[config.mk]
export PLATFORM = sky130hd
export DESIGN_NAME = ps2_device_tx_flat
export DESIGN_NICKNAME = d
export VERILOG_FILES = /design/src/rtl/ps2_pkg.sv /design/src/rtl/ps2_device_tx_if.sv /design/src/rtl/ps2_sync.sv /design/src/rtl/ps2_device_tx.sv /design/src/flat_wrapper.sv
export SDC_FILE = /design/constraint.sdc
export NUM_CORES = 1
export LEC_CHECK = 0
export ABC_AREA = 1
export CAP_MARGIN = 15
export CORE_AREA = 3 3 59 61
export CTS_CLUSTER_DIAMETER = 40
export CTS_CLUSTER_SIZE = 30
export DETAILED_ROUTE_END_ITERATION = 10
export DIE_AREA = 0 0 62 64
export GPL_ROUTABILITY_DRIVEN = 0
export PLACE_DENSITY = 0.76
export SLEW_MARGIN = 10
export SYNTH_ARGS = -nofsm -noshare
export SYNTH_HDL_FRONTEND = slang
export SYNTH_SLANG_ARGS = --single-unit
[constraint.sdc]
create_clock -name clk -period 2 [get_ports clk]
set_input_delay 0.2 -clock clk [delete_from_list [all_inputs] [get_ports clk]]
set_output_delay 0.2 -clock clk [all_outputs]
set_load 0.1 [all_outputs]
[src/rtl/ps2_pkg.sv]
// ps2_pkg: shared types and helpers for the device-side PS/2 transmitter.
//   - ps2_state_e    : transmitter FSM states
//   - PS2_FRAME_BITS : bits per frame (start, 8 data, parity, stop)
//   - ps2_frame()    : builds the 11-bit frame, bit 0 is sent first
//   - ps2_cnt_width(): width of the shared cycle counter
package ps2_pkg;

  typedef enum logic [2:0] {
    IDLE,
    WAIT_IDLE,
    SETUP,
    LOW,
    RECOVER
  } ps2_state_e;

  localparam int PS2_FRAME_BITS = 11;

  // {stop=1, odd parity, data, start=0}; index 0 goes on the wire first.
  function automatic logic [PS2_FRAME_BITS-1:0] ps2_frame(input logic [7:0] b);
    return {1'b1, ~^b, b, 1'b0};
  endfunction

  // One counter serves both the half-period and the idle-detect timing,
  // so it must hold the larger of the two terminal counts.
  function automatic int ps2_cnt_width(input int clk_div, input int idle_cycles);
    int m;
    m = (clk_div > idle_cycles) ? clk_div : idle_cycles;
    return $clog2(m + 1);
  endfunction

endpackage

[src/rtl/ps2_device_tx_if.sv]
// ps2_device_tx_if: byte-stream handshake into the PS/2 transmitter.
//   tx_valid : source has a byte
//   tx_data  : byte to send
//   tx_ready : transmitter can accept a byte
// master = byte source, slave = transmitter.
interface ps2_device_tx_if;
  logic       tx_valid;
  logic [7:0] tx_data;
  logic       tx_ready;

  modport master (output tx_valid, output tx_data, input tx_ready);
  modport slave  (input tx_valid, input tx_data, output tx_ready);
endinterface

[src/rtl/ps2_sync.sv]
// ps2_sync: two-flop synchronizer for an asynchronous PS/2 line.
//   clk, rst : system clock, synchronous active-high reset
//   i_async  : raw line level
//   o_sync   : synchronized level
// Resets to 1 so an idle (pulled-up) bus reads as idle straight out of reset.
module ps2_sync (
  input  logic clk,
  input  logic rst,
  input  logic i_async,
  output logic o_sync
);

  logic r_meta;
  logic r_sync;

  always_ff @(posedge clk) begin
    if (rst) begin
      r_meta <= 1'b1;
      r_sync <= 1'b1;
    end else begin
      r_meta <= i_async;
      r_sync <= r_meta;
    end
  end

  assign o_sync = r_sync;

endmodule

[src/rtl/ps2_device_tx.sv]
// ps2_device_tx: device-side PS/2 transmitter (keyboard/mouse emulation).
//   clk, rst     : system clock, synchronous active-high reset
//   tx_if        : byte handshake (slave side)
//   ps2_clk_i    : sensed PS2_CLK (asynchronous)
//   ps2_data_i   : sensed PS2_DATA (asynchronous)
//   ps2_clk_oe   : 1 pulls PS2_CLK low
//   ps2_data_oe  : 1 pulls PS2_DATA low
//   busy         : frame pending or in progress
//   done_o       : one-cycle pulse when a frame completes
//   abort_o      : one-cycle pulse when the host inhibits mid-frame
// Each bit is a SETUP half (clock released, data presented) followed by a
// LOW half (clock pulled low). An inhibit seen during SETUP aborts the frame
// and the held byte is resent once the bus has been idle again.
module ps2_device_tx
  import ps2_pkg::*;
#(
  parameter int CLK_DIV     = 8,
  parameter int IDLE_CYCLES = 16,
  parameter int INH_SKIP    = 3
) (
  input  logic            clk,
  input  logic            rst,
  ps2_device_tx_if.slave  tx_if,
  input  logic            ps2_clk_i,
  input  logic            ps2_data_i,
  output logic            ps2_clk_oe,
  output logic            ps2_data_oe,
  output logic            busy,
  output logic            done_o,
  output logic            abort_o
);

  localparam int             CW        = ps2_cnt_width(CLK_DIV, IDLE_CYCLES);
  localparam logic [CW-1:0]  DIV_LAST  = CW'(CLK_DIV - 1);
  localparam logic [CW-1:0]  IDLE_LAST = CW'(IDLE_CYCLES - 1);
  localparam logic [CW-1:0]  SKIP      = CW'(INH_SKIP);
  localparam logic [3:0]     LAST_BIT  = 4'(PS2_FRAME_BITS - 1);

  // Line synchronizers: index 0 = clock, index 1 = data.
  logic [1:0] w_line_raw;
  logic [1:0] w_line_sync;
  logic       w_clk_s;
  logic       w_data_s;

  assign w_line_raw = {ps2_data_i, ps2_clk_i};

  for (genvar gi = 0; gi < 2; gi++) begin : g_sync
    ps2_sync u_sync (
      .clk     (clk),
      .rst     (rst),
      .i_async (w_line_raw[gi]),
      .o_sync  (w_line_sync[gi])
    );
  end

  assign w_clk_s  = w_line_sync[0];
  assign w_data_s = w_line_sync[1];

  ps2_state_e                r_state;
  logic [CW-1:0]             r_cnt;
  logic [3:0]                r_bit;
  logic [7:0]                r_data;
  logic                      r_clk_oe;
  logic                      r_data_oe;
  logic                      r_done;
  logic                      r_abort;
  logic [PS2_FRAME_BITS-1:0] w_frame;
  logic                      w_accept;

  assign w_frame  = ps2_frame(r_data);
  assign w_accept = tx_if.tx_valid && tx_if.tx_ready;

  always_ff @(posedge clk) begin
    if (rst) begin
      r_state   <= IDLE;
      r_cnt     <= '0;
      r_bit     <= '0;
      r_data    <= '0;
      r_clk_oe  <= 1'b0;
      r_data_oe <= 1'b0;
      r_done    <= 1'b0;
      r_abort   <= 1'b0;
    end else begin
      r_done  <= 1'b0;
      r_abort <= 1'b0;
      case (r_state)
        IDLE: begin
          if (w_accept) begin
            r_data  <= tx_if.tx_data;
            r_cnt   <= '0;
            r_state <= WAIT_IDLE;
          end
        end

        // Any low line (inhibit or request-to-send) restarts the idle count.
        WAIT_IDLE: begin
          if (w_clk_s && w_data_s) begin
            if (r_cnt == IDLE_LAST) begin
              r_state   <= SETUP;
              r_cnt     <= '0;
              r_bit     <= '0;
              r_data_oe <= ~w_frame[0];
            end else begin
              r_cnt <= r_cnt + CW'(1);
            end
          end else begin
            r_cnt <= '0;
          end
        end

        // Early SETUP cycles still see our own LOW phase through the
        // synchronizer, so the inhibit check is masked there.
        SETUP: begin
          if ((r_cnt >= SKIP) && !w_clk_s) begin
            r_state   <= WAIT_IDLE;
            r_cnt     <= '0;
            r_clk_oe  <= 1'b0;
            r_data_oe <= 1'b0;
            r_abort   <= 1'b1;
          end else if (r_cnt == DIV_LAST) begin
            r_state  <= LOW;
            r_cnt    <= '0;
            r_clk_oe <= 1'b1;
          end else begin
            r_cnt <= r_cnt + CW'(1);
          end
        end

        LOW: begin
          if (r_cnt == DIV_LAST) begin
            r_cnt    <= '0;
            r_clk_oe <= 1'b0;
            if (r_bit == LAST_BIT) begin
              r_state   <= RECOVER;
              r_data_oe <= 1'b0;
            end else begin
              r_state   <= SETUP;
              r_bit     <= r_bit + 4'd1;
              r_data_oe <= ~w_frame[r_bit + 4'd1];
            end
          end else begin
            r_cnt <= r_cnt + CW'(1);
          end
        end

        // Frame is committed; host inhibit is deliberately ignored here.
        RECOVER: begin
          if (r_cnt == DIV_LAST) begin
            r_state <= IDLE;
            r_cnt   <= '0;
            r_done  <= 1'b1;
          end else begin
            r_cnt <= r_cnt + CW'(1);
          end
        end

        default: r_state <= IDLE;
      endcase
    end
  end

  // Gating with rst keeps every output quiet for the whole reset interval,
  // including the partial cycle before the first reset edge.
  assign tx_if.tx_ready = (r_state == IDLE) && !rst;
  assign busy           = (r_state != IDLE) && !rst;
  assign ps2_clk_oe     = r_clk_oe  && !rst;
  assign ps2_data_oe    = r_data_oe && !rst;
  assign done_o         = r_done    && !rst;
  assign abort_o        = r_abort   && !rst;

endmodule

[src/flat_wrapper.sv]
// flat-port wrapper written by rule: the top's interface ports become plain ports
module ps2_device_tx_flat import ps2_pkg::*;
#(
  parameter int CLK_DIV     = 8,
  parameter int IDLE_CYCLES = 16,
  parameter int INH_SKIP    = 3
)
  (clk, rst, ps2_clk_i, ps2_data_i, ps2_clk_oe, ps2_data_oe, busy, done_o, abort_o, tx_if_tx_valid, tx_if_tx_data, tx_if_tx_ready);
  ps2_device_tx_if tx_if_i ();
  input  logic clk;
  input  logic rst;
  input  logic ps2_clk_i;
  input  logic ps2_data_i;
  output logic ps2_clk_oe;
  output logic ps2_data_oe;
  output logic busy;
  output logic done_o;
  output logic abort_o;
  input wire logic [$bits(tx_if_i.tx_valid)-1:0] tx_if_tx_valid;
  input wire logic [$bits(tx_if_i.tx_data)-1:0] tx_if_tx_data;
  output wire logic [$bits(tx_if_i.tx_ready)-1:0] tx_if_tx_ready;
  assign tx_if_i.tx_valid = tx_if_tx_valid;
  assign tx_if_i.tx_data = tx_if_tx_data;
  assign tx_if_tx_ready = tx_if_i.tx_ready;
  ps2_device_tx #(.CLK_DIV(CLK_DIV), .IDLE_CYCLES(IDLE_CYCLES), .INH_SKIP(INH_SKIP)) u_core (.clk(clk), .rst(rst), .tx_if(tx_if_i), .ps2_clk_i(ps2_clk_i), .ps2_data_i(ps2_data_i), .ps2_clk_oe(ps2_clk_oe), .ps2_data_oe(ps2_data_oe), .busy(busy), .done_o(done_o), .abort_o(abort_o));
endmodule
---- After elaboration in Yosys (flattened, before gate mapping) ----
Index checks and enable logic that the tools add are counted.
storage, ports and cells
  word-level logic and storage cells ...... 95
  output and inout bits ................... 6
  bits in registers ....................... 28
  input bits .............................. 13
cells by class
  magnitude comparators ................... 2
  equal/unequal tests ..................... 15
  multiplexer cells ....................... 34
  bitwise logic cells ..................... 3
  reduce and logical (&&, ||, !) cells .... 27
  add/sub/neg operators ................... 2
operator list
  operator                                                                             number
  5-bit two-way mux                                                                    5
  3-bit two-way mux                                                                    8
  5-bit one-hot mux with 4 select lines                                                1
  4-bit two-way mux                                                                    4
  3-bit one-hot mux with 5 select lines                                                1
  2-bit by 1-bit != test with 1-bit output, second input constant                      6
  1-bit two-way mux                                                                    11
  5-bit AND reduction                                                                  2
  1-bit logical AND                                                                    9
  4-bit one-hot mux with 2 select lines                                                1
  8-bit XNOR reduction                                                                 1
  3-bit by 2-bit == test with 1-bit output, second input constant                      2
  6-bit AND reduction                                                                  1
  3-bit nonzero test                                                                   2
  2-bit OR reduction                                                                   3
  5-bit by 1-bit adder with 5-bit output, second input constant                        1
  5-bit by 3-bit == test with 1-bit output, second input constant                      1
  5-bit by 4-bit == test with 1-bit output, second input constant                      1
  5-bit by 2-bit greater-or-equal comparator with 1-bit output, second input constant  1
  4-bit by 5-bit < comparator with 1-bit output, second input constant                 1
  4-bit by 1-bit adder with 4-bit output, second input constant                        1
  1-bit binary-select mux with 4-bit select                                            1
  4-bit == test, second input constant                                                 1
  2-bit AND reduction                                                                  2
  other kinds (12)                                                                     16

---- Depth between registers and ports, before layout ----
Gate-level depths: netlist of run 1.
  depth after elaboration ................. 7
  depth in mapped cells ................... 12

---- Hierarchy ----
Synthesis of run 1 repeated with hierarchy kept, for this count alone.
second synthesis, totals
  cell total of the unflattened synthesis .. 254
  area, all modules ....................... 1670.4 sq um
by module, submodules not included
  module         area an instance (sq um)  instances  cells each
  ps2_device_tx  1552.7                    1          240
  ps2_sync       58.8                      2          7

---- Worst setup path before layout of run 1 ----
No wires, ideal clock.
  path kind ............................... register -> output
  from .................................... reg u_core.r_state[1]
  to ...................................... out busy
  stages on the path, launching flop included .. 3
  slack ................................... -202 ps
  path buffers ............................ 0
  data required time ...................... 1800 ps
  arrival time ............................ 2002 ps
  cells stage by stage .................... dfxtp_1 -> inv_2 -> a21oi_1
between the ends
  longest elaborated chain between the ends .. 2
RTL lines
  what                      RTL line              RTL
  start: declaration        ps2_device_tx.sv:59   ps2_state_e r_state;
  start signal: assignment  ps2_device_tx.sv:75   r_state <= IDLE;
  start signal: assignment  ps2_device_tx.sv:91   r_state <= WAIT_IDLE;
  start signal: assignment  ps2_device_tx.sv:99   r_state <= SETUP;
  3-bit nonzero test        ps2_device_tx.sv:165  assign busy = (r_state != IDLE) && !rst;
  1-bit logical AND         ps2_device_tx.sv:165
  end: declaration          flat_wrapper.sv:16    output logic busy;
No other way between the ends.

---- Final worst setup path of run 1 ----
  from .................................... reg u_core.r_cnt[0]
  to ...................................... reg u_core.r_bit[0]
between the ends
  longest elaborated chain between the ends .. 3
RTL lines
  what                                                                                                  RTL line                                   RTL
  start: declaration                                                                                    ps2_device_tx.sv:60                        logic [CW-1:0] r_cnt;
  start signal: assignment                                                                              ps2_device_tx.sv:104                       r_cnt <= r_cnt + CW'(1);
  start signal: assignment                                                                              ps2_device_tx.sv:125                       r_cnt <= r_cnt + CW'(1);
  start signal: assignment                                                                              ps2_device_tx.sv:142                       r_cnt <= r_cnt + CW'(1);
  5-bit by 3-bit == test with 1-bit output or 5-bit by 4-bit == test with 1-bit output (tied branches)  ps2_device_tx.sv:130, ps2_device_tx.sv:98
  2-bit by 1-bit != test with 1-bit output (no line)                                                    --
  5-bit AND reduction (no line) (*)                                                                     --
  end signal: assignment                                                                                ps2_device_tx.sv:138                       r_bit <= r_bit + 4'd1;
  end: declaration                                                                                      ps2_device_tx.sv:61                        logic [3:0] r_bit;
Mark *: on every way between the ends. The rest lies on a longest branch, timed or not.
A chain may end at the register's enable or synchronous reset.

==> results of run 1 <==
## synth_stat cells, types with 3 or more instances
cell,n
nand3_1,12
or2_2,4
ha_1,5
nor2_1,18
clkbuf_1,3
xor2_1,3
o21ai_0,16
dfxtp_1,28
nand2_1,66
inv_2,6
a21oi_1,21
inv_1,30
## flip-flops by register name, summed over array words and instances (netlist names), 2 cells and up
signal,count
u_core.g_sync.u_sync.o_sync,2
u_core.g_sync.u_sync.r_meta,2
u_core.r_bit,4
u_core.r_cnt,5
u_core.r_data,8
u_core.r_state,3
## power by group
part	switching [mW]	internal [mW]
Clock	0.172	0.203
Combinational	0.662	0.385
Sequential	0.0945	0.649
## layout make-up
cell class	instances	area share (%)
clock buffers	3	1.14
clock inverters	1	1.52
inverters	37	7.15
multi-input cells	170	45.4
flip-flops and latches	28	28.3
well taps	44	2.78
repair buffers	22	13.7
## per-stage QoR
stage / cells / instance area (um2)
finish: 305 / 1980
global route: 305 / 1980
floorplan: 240 / 1630
global placement: 301 / 1930
CTS: 305 / 1980
detailed placement: 301 / 1930
## cells in the final DEF (no fill, tap or decap), types with 2 or more instances in the layout
cell / netlist / routed
a21oi_1: 21 / 20
a21oi_2: 1 / 2
buf_12: 0 / 6
buf_4: 2 / 4
clkbuf_4: 0 / 3
clkdlybuf4s50_1: 0 / 12
dfxtp_1: 28 / 28
ha_1: 5 / 5
inv_1: 30 / 30
inv_2: 6 / 6
nand2_1: 66 / 66
nand2_2: 2 / 2
nand3_1: 12 / 12
nor2_1: 18 / 17
nor2_2: 2 / 2
nor2_4: 2 / 3
nor3_1: 2 / 2
o211ai_1: 2 / 2
o21ai_0: 16 / 16
o21ai_1: 2 / 2
or2_2: 4 / 4
xor2_1: 3 / 3
## cells by family after synthesis
kind of cell	Yosys count	share of synthesized area [%]
AO/OA/AOI/OAI	49	17.8
XOR/XNOR	4	2.17
adder cells (fa/ha/maj)	5	3.87
buffers and inverters	42	10.4
flip-flops	28	34.7
AND/OR/NAND/NOR	112	31.1
## path summary, 6_finish.rpt
kind                                                           startpoint                                   endpoint  slack, ps  depth (start not counted)
worst max-delay path                         u_core.r_cnt[0]$_SDFFE_PP0P_               u_core.r_bit[0]$_SDFFE_PP0P_        280                         11
worst min register to register  u_core.g_sync[0].u_sync.r_meta$_SDFF_PP1_  u_core.g_sync[0].u_sync.o_sync$_SDFF_PP1_        430                          1
worst max register to register               u_core.r_cnt[0]$_SDFFE_PP0P_               u_core.r_bit[0]$_SDFFE_PP0P_        280                         11
worst min-delay path                                            ps2_clk_i  u_core.g_sync[0].u_sync.r_meta$_SDFF_PP1_        410                          2
## routing by layer
layer	up-vias	share of wire (%)	GRT usage [%]
met5	-	0	0
met4	0	1.3	6.10
met3	4	3.9	3.03
met2	24	44	26.0
met1	658	51	27.1
li1	804	-	-
==> results.md, run 1 <==
- Largest net degree at the start of global routing: 24
- CP delay by family, top: simple AND/OR/NAND/NOR gates
- WP buf/inv: 1
- CTS clock-pin slew for the worst setup and hold paths: 160 ps
- Vias per std cell: 4.89
- Area leader, netlist: dfxtp_1
- Worst hold slack: 405 ps
- Peak VDD IR: 608 uV
- Via count: 1490
- Pins Over Slew Limit: 0
- Fin util: 65.3%
- Synth unique cells: 33
- Tcrit/Tclk final: 86.2%
- Fill cells: 266
- Arr. time, crit path: 1960 ps
- Mapped Cells: 240
- Final setup TNS: 0 ps
- P_leak: 0.914 nW
- PortBufs: 18
- Clk Tree Root Cell: clkbuf_4
- RSZ-0062 raised after global routing: no
- Vias in the first global route: 1333
- CP Launch Type: flop
- Clock Sinks: 28
- Worst-Skew Late Latency: 330 ps
- Achievable Freq: 580 MHz
- # resized after CTS: 0
- Register area: 561 um2
- Top cell type's share of synthesized area: 34.7%
- P&R area growth vs syn: 22.5%
- Remaining DRCs: 0
- Synth warn: 0
- Avg Cell Area, Syn: 6.73 um2
- Worst Skew: 14.8 ps
- Worst slew margin: 77.0%
- Core Area: 3030 um2
- CP endpoint kind: flop
- Pre-CTS setup slack: 301 ps
- # nets final: 280
- Wire per inst: 10.3 um
- Final number of hold-violating endpoints: 0
- Synthesized area: 1620 um2
- Final setup violating endpoints: 0
- Final wirelength: 3150 um
- Hold Crit Class: input port to flop
- # diodes: 0
- Die area: 3970 um2
- First-pass GRT wire length: 5620 um
- All-Layer GR Usage: 18.2%
- CTS Buffer Depth: 2
- Critical path's largest stage delay: 420 ps
- Crit path required time: 2240 ps
- Slowest CP cell: dfxtp_1
- Routed Antenna Nets: 0
- Initial Util: 53.3%
- Most used DFF post-synth: dfxtp_1
- Dpl hpwl: 2450 um
- TritonCTS clock tree: done
- Worst-Margin Slew: 344 ps
- Total Power: 2.16 mW
- Setup Buffers After CTS: 0
- TritonRoute pass-1 iters: 4
- Number of synthesized flops with an enable pin: 0
- Hold buffer count at CTS: 0
- Synthesis-stage register bit count: 28
- PD cells: 1090 nW/um2
- Setup WS post-layout: 276 ps
- CP Cell Sequence: ha_1 > nand2_1 > nor2_1 > ha_1 > nand2_1 > nand2_1 > nand2_1 > nor2_4 > inv_2 > a21oi_1 > a211oi_1
- Seq/Total Area, Yosys: 34.7%
- Period minus WS final: 1720 ps
- Die width: 62 um
- Row count: 20
- I/O pin cnt: 19
- Area of the multi-input gates: 898 um2
- Crit Path Class: flop to flop
- Total CTS buffers: 3
- Status: completed
- Most numerous cell on the critical path: nand2_1
- Max-cap violations: 0
- Total grt overflow: 0
- Synth async-reset ratio: 0%
- Die Height: 64 um
- Initial antenna violation count: 0
- Syn_nets: 258
- Crit path max fanout: 5
- Htree depth: 1
- Share of layout cells above drive strength 1: 15.3%
- Most area-consuming cells after synthesis: dfxtp_1 (35%), nand2_1 (15%), inv_1 (7.0%)
- DRT iter0 DRCs: 72
No activity file was read; power rests on OpenSTA's default activity.
==> run 2: changes to the inputs <==
- CTS_CLUSTER_SIZE: 30 -> unset
==> results of run 2 <==
The final DEF is identical to that of run 1; final timing and power are the same.
==> run 3: changes to the inputs <==
- SKIP_LAST_GASP: unset -> 1
==> results of run 3 <==
The final DEF is identical to that of run 1; final timing and power are the same.
